### src/rtl/gpio_in_cond_pkg.sv
// Shared types and constants for the GPIO input-conditioning stage.
package gpio_in_cond_pkg;

    // Edge selected by a pin's interrupt type bit.
    typedef enum logic {
        EDGE_FALL = 1'b0,
        EDGE_RISE = 1'b1
    } edge_type_e;

    localparam int DEB_CNT_W_DEF = 8;

    // True when the update event direction matches the selected edge.
    function automatic logic edge_match(input logic rise, input logic fall, input edge_type_e sel);
        logic hit;
        case (sel)
            EDGE_RISE: hit = rise;
            EDGE_FALL: hit = fall;
            default:   hit = 1'b0;
        endcase
        return hit;
    endfunction

endpackage

### src/rtl/gpio_deb_cell.sv
// One pin: two-flop synchroniser, saturating debounce counter and the
// stable (debounced) state. o_rise/o_fall pulse combinationally in the
// cycle whose clock edge updates the stable flop.
module gpio_deb_cell
    import gpio_in_cond_pkg::*;
#(
    parameter int DEB_CNT_W = DEB_CNT_W_DEF
) (
    input  logic                 i_clk,
    input  logic                 i_rst,
    input  logic                 i_pad,
    input  logic [DEB_CNT_W-1:0] i_deb_cfg,
    output logic                 o_stable,
    output logic                 o_rise,
    output logic                 o_fall
);

    localparam logic [DEB_CNT_W-1:0] CNT_ZERO = {DEB_CNT_W{1'b0}};
    localparam logic [DEB_CNT_W-1:0] CNT_ONE  = DEB_CNT_W'(1);
    localparam logic [DEB_CNT_W-1:0] CNT_MAX  = {DEB_CNT_W{1'b1}};

    logic                 r_s1;
    logic                 r_s2;
    logic                 r_stable;
    logic [DEB_CNT_W-1:0] r_cnt;
    logic [DEB_CNT_W-1:0] w_cnt_nxt;
    logic                 w_stable_nxt;
    logic                 w_upd;

    // Two-flop synchroniser, nothing between the stages.
    always_ff @(posedge i_clk or posedge i_rst) begin
        if (i_rst) begin
            r_s1 <= 1'b0;
            r_s2 <= 1'b0;
        end else begin
            r_s1 <= i_pad;
            r_s2 <= r_s1;
        end
    end

    // Debounce decision: restart on match, accept once the mismatch has
    // lasted past the threshold, otherwise keep counting (saturating).
    always_comb begin
        w_cnt_nxt    = r_cnt;
        w_stable_nxt = r_stable;
        w_upd        = 1'b0;
        if (r_s2 == r_stable) begin
            w_cnt_nxt = CNT_ZERO;
        end else if (r_cnt >= i_deb_cfg) begin
            w_stable_nxt = r_s2;
            w_cnt_nxt    = CNT_ZERO;
            w_upd        = 1'b1;
        end else if (r_cnt != CNT_MAX) begin
            w_cnt_nxt = r_cnt + CNT_ONE;
        end else begin
            w_cnt_nxt = r_cnt;
        end
    end

    // Counter and stable state registers.
    always_ff @(posedge i_clk or posedge i_rst) begin
        if (i_rst) begin
            r_cnt    <= CNT_ZERO;
            r_stable <= 1'b0;
        end else begin
            r_cnt    <= w_cnt_nxt;
            r_stable <= w_stable_nxt;
        end
    end

    assign o_stable = r_stable;
    assign o_rise   = w_upd & r_s2;
    assign o_fall   = w_upd & ~r_s2;

endmodule

### src/rtl/gpio_in_cond.sv
// GPIO input conditioning: per-pin synchronise + debounce, qualified edge
// detection into sticky pending bits, and a combined interrupt request.
// Optional feature macro: GPIO_IN_COND_BOTH_EDGE_EN adds int_both_i, which
// makes a pin trigger on either edge regardless of int_type_i.
module gpio_in_cond
    import gpio_in_cond_pkg::*;
#(
    parameter int NO_OF_GPIO_PINS = 24,
    parameter int DEB_CNT_W       = DEB_CNT_W_DEF
) (
    input  logic                       wb_clk_i,
    input  logic                       wb_rst_i,
    input  logic [NO_OF_GPIO_PINS-1:0] pad_i,
    input  logic [DEB_CNT_W-1:0]       deb_cfg_i,
    input  logic [NO_OF_GPIO_PINS-1:0] int_en_i,
    input  logic [NO_OF_GPIO_PINS-1:0] int_type_i,
    input  logic [NO_OF_GPIO_PINS-1:0] int_clr_i,
`ifdef GPIO_IN_COND_BOTH_EDGE_EN
    input  logic [NO_OF_GPIO_PINS-1:0] int_both_i,
`endif
    output logic [NO_OF_GPIO_PINS-1:0] gpio_o,
    output logic [NO_OF_GPIO_PINS-1:0] int_sts_o,
    output logic                       inta_o
);

    logic [NO_OF_GPIO_PINS-1:0] w_stable;
    logic [NO_OF_GPIO_PINS-1:0] w_rise;
    logic [NO_OF_GPIO_PINS-1:0] w_fall;
    logic [NO_OF_GPIO_PINS-1:0] w_both;
    logic [NO_OF_GPIO_PINS-1:0] w_set;
    logic [NO_OF_GPIO_PINS-1:0] r_sts;

    for (genvar g = 0; g < NO_OF_GPIO_PINS; g++) begin : g_pin
        gpio_deb_cell #(
            .DEB_CNT_W (DEB_CNT_W)
        ) u_cell (
            .i_clk     (wb_clk_i),
            .i_rst     (wb_rst_i),
            .i_pad     (pad_i[g]),
            .i_deb_cfg (deb_cfg_i),
            .o_stable  (w_stable[g]),
            .o_rise    (w_rise[g]),
            .o_fall    (w_fall[g])
        );
    end

`ifdef GPIO_IN_COND_BOTH_EDGE_EN
    assign w_both = int_both_i;
`else
    assign w_both = {NO_OF_GPIO_PINS{1'b0}};
`endif

    // Qualify each pin's update event against its enable and edge selection.
    always_comb begin
        w_set = {NO_OF_GPIO_PINS{1'b0}};
        for (int i = 0; i < NO_OF_GPIO_PINS; i++) begin
            if (w_both[i]) begin
                w_set[i] = int_en_i[i] & (w_rise[i] | w_fall[i]);
            end else begin
                w_set[i] = int_en_i[i] & edge_match(w_rise[i], w_fall[i], edge_type_e'(int_type_i[i]));
            end
        end
    end

    // Sticky pending bits; a set on the same edge as a clear wins.
    always_ff @(posedge wb_clk_i or posedge wb_rst_i) begin
        if (wb_rst_i) begin
            r_sts <= {NO_OF_GPIO_PINS{1'b0}};
        end else begin
            r_sts <= (r_sts & ~int_clr_i) | w_set;
        end
    end

    assign gpio_o    = w_stable;
    assign int_sts_o = r_sts;
    assign inta_o    = |(r_sts & int_en_i);

endmodule

### config.mk
export PLATFORM = sky130hd
export DESIGN_NAME = gpio_in_cond
export DESIGN_NICKNAME = d
export VERILOG_FILES = /design/src/rtl/gpio_in_cond_pkg.sv /design/src/rtl/gpio_deb_cell.sv /design/src/rtl/gpio_in_cond.sv
export SDC_FILE = /design/constraint.sdc
export NUM_CORES = 1
export LEC_CHECK = 0
export ABC_AREA = 1
export CORE_ASPECT_RATIO = 0.9
export CORE_MARGIN = 5
export CORE_UTILIZATION = 35
export DETAILED_ROUTE_END_ITERATION = 16
export RECOVER_POWER = 100
export SLEW_MARGIN = 10
export SYNTH_ARGS = -nofsm -noshare
export SYNTH_HDL_FRONTEND = slang
export SYNTH_SLANG_ARGS = --single-unit
### constraint.sdc
create_clock -name wb_clk_i -period 28.1 [get_ports wb_clk_i]
set_input_delay 8.43 -clock wb_clk_i [delete_from_list [all_inputs] [get_ports wb_clk_i]]
set_output_delay 8.43 -clock wb_clk_i [all_outputs]
set_load 0.05 [all_outputs]
* After elaboration in Yosys (flattened, before gate mapping)
Cells that the tools add are included.
** Storage, ports and cells
- Logic and storage cells :: 534
- Flip-flop bits (word level) :: 288
- Output and inout port bits :: 49
- Input bits :: 106
** Operators by class
- $add $sub $neg :: 24
- Bitwise operators :: 148
- Mux-type cells :: 144
- Reductions and logical operators :: 49
- Eq/ne operators :: 48
- Order comparisons :: 24
** Operators by type and width (count)
- 2-to-1 mux 8 bit :: 72
- adder 8 x 1 -> 8 bit, second input constant :: 24
- >= comparator 8 bit :: 24
- inequality test 8 bit, second input constant :: 24
- bitwise AND 1 bit :: 72
- inverter 1 bit :: 72
- nonzero test 3 bit :: 24
- bitwise AND 24 bit :: 2
- 2-to-1 mux 1 bit :: 48
- case mux 1 bit (2 select lines) :: 24
- AND reduction 2 bit :: 24
- equality test 1 bit :: 24
- inverter 24 bit :: 1
- bitwise OR 24 bit :: 1
- OR reduction 24 bit :: 1

* Longest topological paths before layout
- Depth in word-level cells :: 7
- Gate-level depth with buffers :: 11
- Gate-level depth less buffers :: 11

* Modules after synthesis
From an unflattened synthesis, not the netlist that was laid out.
** Second synthesis, totals
- Cell total of the unflattened synthesis :: 2660
- Area total of the unflattened synthesis :: 19748.9 µm²
** By module, submodules not included
- gpio_deb_cell :: area each 768.2 µm², cells each 103, instances 24, sequential area each 275.3 µm²
- gpio_in_cond :: area each 1311.3 µm², cells each 188, instances 1, sequential area each 600.6 µm²

* Least setup slack after synthesis
OpenSTA, ideal clock, no wires.
- Path type :: input to output
- Start point :: in int_en_i[15]
- End point :: out inta_o
- Data required time :: 19.670 ns
- Path buffers :: 0
- Data arrival time :: 9.148 ns
- Slack :: 10.522 ns
- Cell stages on the path :: 6
- Cell sequence :: nand2_1 -> o21ai_0 -> a21oi_1 -> nand3_1 -> nor3_1 -> nand2_1
** Between the ends
- Cells in the longest elaborated chain, start to end :: 2
** Ends and longest elaborated chain
- start: declaration :: RTL line gpio_in_cond.sv:15 : input logic [NO_OF_GPIO_PINS-1:0] int_en_i,
- bitwise AND 24 bit :: RTL line gpio_in_cond.sv:76 : assign inta_o = |(r_sts & int_en_i);
- OR reduction 24 bit :: RTL line gpio_in_cond.sv:76
- end: declaration :: RTL line gpio_in_cond.sv:23 : output logic inta_o
No other way between the ends.

==> flow_summary.yaml <==
clocking:
  clock-sinks: 288
  cts_buffers: 36
  cts_setup_buffers: 0
  clk_path_buf_depth: 3
  clock_latency_ns: 0.54
  tritoncts: "built"
  cts_root_buffer: "clkbuf_16"
  cts.repair.resized: 0
  h-tree-depth: 2
  clk_pin_slew_worst_paths_ns: 0.05
  ctsHoldBuffers: 0
pwr:
  p_per_area_nw_per_um2: 64.5
  power_switching_w: 0.000508
  power_w: 0.00145
  seqPwrFrac: 0.372
  p_int_w: 0.000939
  switching_share: 0.351
  ir_drop_v: 0.0000342
  power.share.clock: 0.341
  p_leak_nw: 12.2
  p_comb_frac: 0.287
routing:
  drt_wl_total_mm: 45.8
  wl_per_cell_um: 14.1
  first_iter_violations: 940
  vias: 15800
  viasPerCell: 4.85
  drc: 0
  antenna_left: 0
  firstDrtPassIters: 5
global_routing:
  grt_use_total: 0.153
  grt_pass1_wl_mm: 75.8
  grt_pass1_vias: 15300
  grt_overflow: 0
  grt_start_max_net_pins: 174
  antenna_found_initial: 2
placement:
  post-dp-hpwl_mm: 32.1
  gp_congestion: 0.836
  pre_cts_ws_ns: 8.90
  numPortBuffers: 154
timing:
  rsz0062_at_grt: "no"
  worstMarginPinSlew_ns: 9.21
  relSlewSlack: -5.14
  finalSetupTns_ns: 0
  skew_ns: 0.0172
  fmax_ghz: 0.0489
  period_minus_slack_ns: 20.45
  setup_viol: 0
  period_share: 0.728
  drv_slew: 316
  final_hold_viol_count: 0
  fin_ws_ns: 7.65
setup_path:
  crit_buf_inv: 3
  crit_arrival_ns: 18.77
  critical_path.max_stage_delay_ns: 6.66
  cp.required_ns: 26.42
  cp_top_family: "buffers and inverters"
  slowest_stage: "clkbuf_1"
  cp_max_fo: 173
  cp-start-kind: "primary input"
  critical_path_class: "in2async"
  crit_chain: "dlygate4sd3_1 > clkinvlp_2 > clkbuf_1"
  crit_path_end_kind: "asynchronous set/reset pin"
yosys:
  synthFlopType: "dfrtp_1"
  syn_area_per_cell_sq_um: 8.02
  ys_async_sr_fraction: 1.00
  synth_area_sq_um: 19000
  ys_types: 47
  synth_warnings: 0
  synth-seq-cells: 288
  synthCells: 2370
  yosysSeqAreaShare: 0.379
  synth_nets: 2692
  synth_enable_flop_cells: 0
floorplan:
  dieArea_sq_um: 59100
  core_sq_um: 54000
  std_cell_rows: 81
  initial_core_util: 0.352
  io_pins: 155
  die_w_um: 256
  dieHeight_um: 231
worst_hold_path:
  hold_class: "reg2reg"
finish:
  syn_to_final_growth_pct: 18.0
  antennaDiodeCount: 0
  final_cell_mix: "nand2_1, inv_1, dfrtp_1, nor2_1, ha_1"
  drive_gt1_frac: 0.0607
  final_common_cell: "nand2_1"
  layout.nets: 2856
  utilization: 0.415
run:
  maxCapViolCount: 3
status:
  violations: "max-capacitance violations, max-slew violations"
  outcome: "finished with violations"
## area by class of cell
cell class | count | area (sq um)
clock buffer | 51 | 1080
clock inverter | 8 | 165
fill | 5271 | 31600
inverter | 357 | 1340
multi-input combinational | 1687 | 10200
sequential | 288 | 7210
tap | 705 | 882
timing repair buffer | 164 | 1610
## registers in the layout, indices dropped and copies added, names as in the netlist
| register | flops |
|---|---|
| g_pin.u_cell.r_cnt | 192 |
| g_pin.u_cell.o_stable | 24 |
| g_pin.u_cell.r_s1 | 24 |
| g_pin.u_cell.r_s2 | 24 |
| int_sts_o | 24 |
## metrics by stage
step	area (sq um)	instances	hold slack (ns)
2_1_floorplan	19000	2370	0.331
3_3_place_gp	21300	3201	0.332
3_5_place_dp	21300	3201	0.336
4_1_cts	22500	3260	0.347
5_1_grt	22400	3260	0.351
6_report	22400	3260	0.344
## power groups by stage
stage | sequential, W | combinational, W | clock [W]
2_1_floorplan | 0.000529 | 0.000333 | 0
3_3_place_gp | 0.000544 | 0.000415 | 0
3_5_place_dp | 0.000545 | 0.000430 | 0
4_1_cts | 0.000539 | 0.000432 | 0.000510
5_1_grt | 0.000548 | 0.000482 | 0.000524
6_report | 0.000538 | 0.000416 | 0.000493
## layer usage
layer | GRT usage | vias up | part of all wire
met2 | 0.255 | 237 | 0.46
met4 | 0.0469 | 4 | 0.025
met3 | 0.0312 | 64 | 0.046
met5 | 0 | - | 0.00057
met1 | 0.202 | 7395 | 0.46
li1 | - | 8097 | -
## synth_stat cells (5+ instances only)
master	count	area, sq um
nor3_2	8	80.1
o22ai_1	5	31.3
xnor2_1	22	193
nand3_1	146	731
dfrtp_1	288	7210
nand4_2	14	175
buf_4	24	180
o21ai_0	114	571
nand2_1	506	1900
xor2_1	68	596
o21bai_1	24	180
ha_1	216	2700
o21ai_1	13	65.1
nor2_2	18	113
or2_2	9	56.3
nand4_1	93	582
buf_2	14	70.1
nor3_1	30	150
clkinv_1	10	37.5
nand2_2	6	37.5
inv_2	6	22.5
nand3_2	8	80.1
inv_1	340	1280
nor3_4	6	97.6
nor2_1	240	901
o21a_1	7	52.6
a21oi_1	85	425
mux2_2	12	135
## worst reg2reg max path: cells and delay by family (launching register included)
| kind | cells | cell delay, ns |
|---|---|---|
| simple gates | 4 | 1.23 |
| flops | 1 | 0.44 |
| fa+ha+maj | 1 | 0.32 |
| compound gates | 1 | 0.14 |
## cell families (layout without fill, tap and decap cells)
| kind of cell | after synthesis | after routing | share of synthesized area |
|---|---|---|---|
| fa+ha+maj | 216 | 216 | 0.142 |
| mux | 12 | 12 | 0.00711 |
| compound gates | 268 | 268 | 0.0779 |
| simple gates | 1101 | 1101 | 0.269 |
| flops | 288 | 288 | 0.379 |
| buf+inv | 395 | 580 | 0.0837 |
| xor+xnor | 90 | 90 | 0.0415 |
## worst paths after layout
kind / from / end / slack, ns / depth (start not counted)
setup / recovery: wb_rst_i / g_pin[13].u_cell.r_s1$_DFF_PP0_ / 7.65 / 3
hold / removal: g_pin[18].u_cell.r_s1$_DFF_PP0_ / g_pin[18].u_cell.r_s2$_DFF_PP0_ / 0.34 / 0
setup reg to reg: g_pin[0].u_cell.r_cnt[5]$_DFFE_PP0P_ / g_pin[0].u_cell.r_cnt[7]$_DFFE_PP0P_ / 25.90 / 6
hold reg to reg: g_pin[18].u_cell.r_s1$_DFF_PP0_ / g_pin[18].u_cell.r_s2$_DFF_PP0_ / 0.34 / 0
max in group wb_clk_i: int_en_i[22] / inta_o / 8.94 / 8
min in group asynchronous: wb_rst_i / int_sts_o[18]$_DFF_PP0_ / 9.96 / 2
Power figures use the tool's default switching activity.
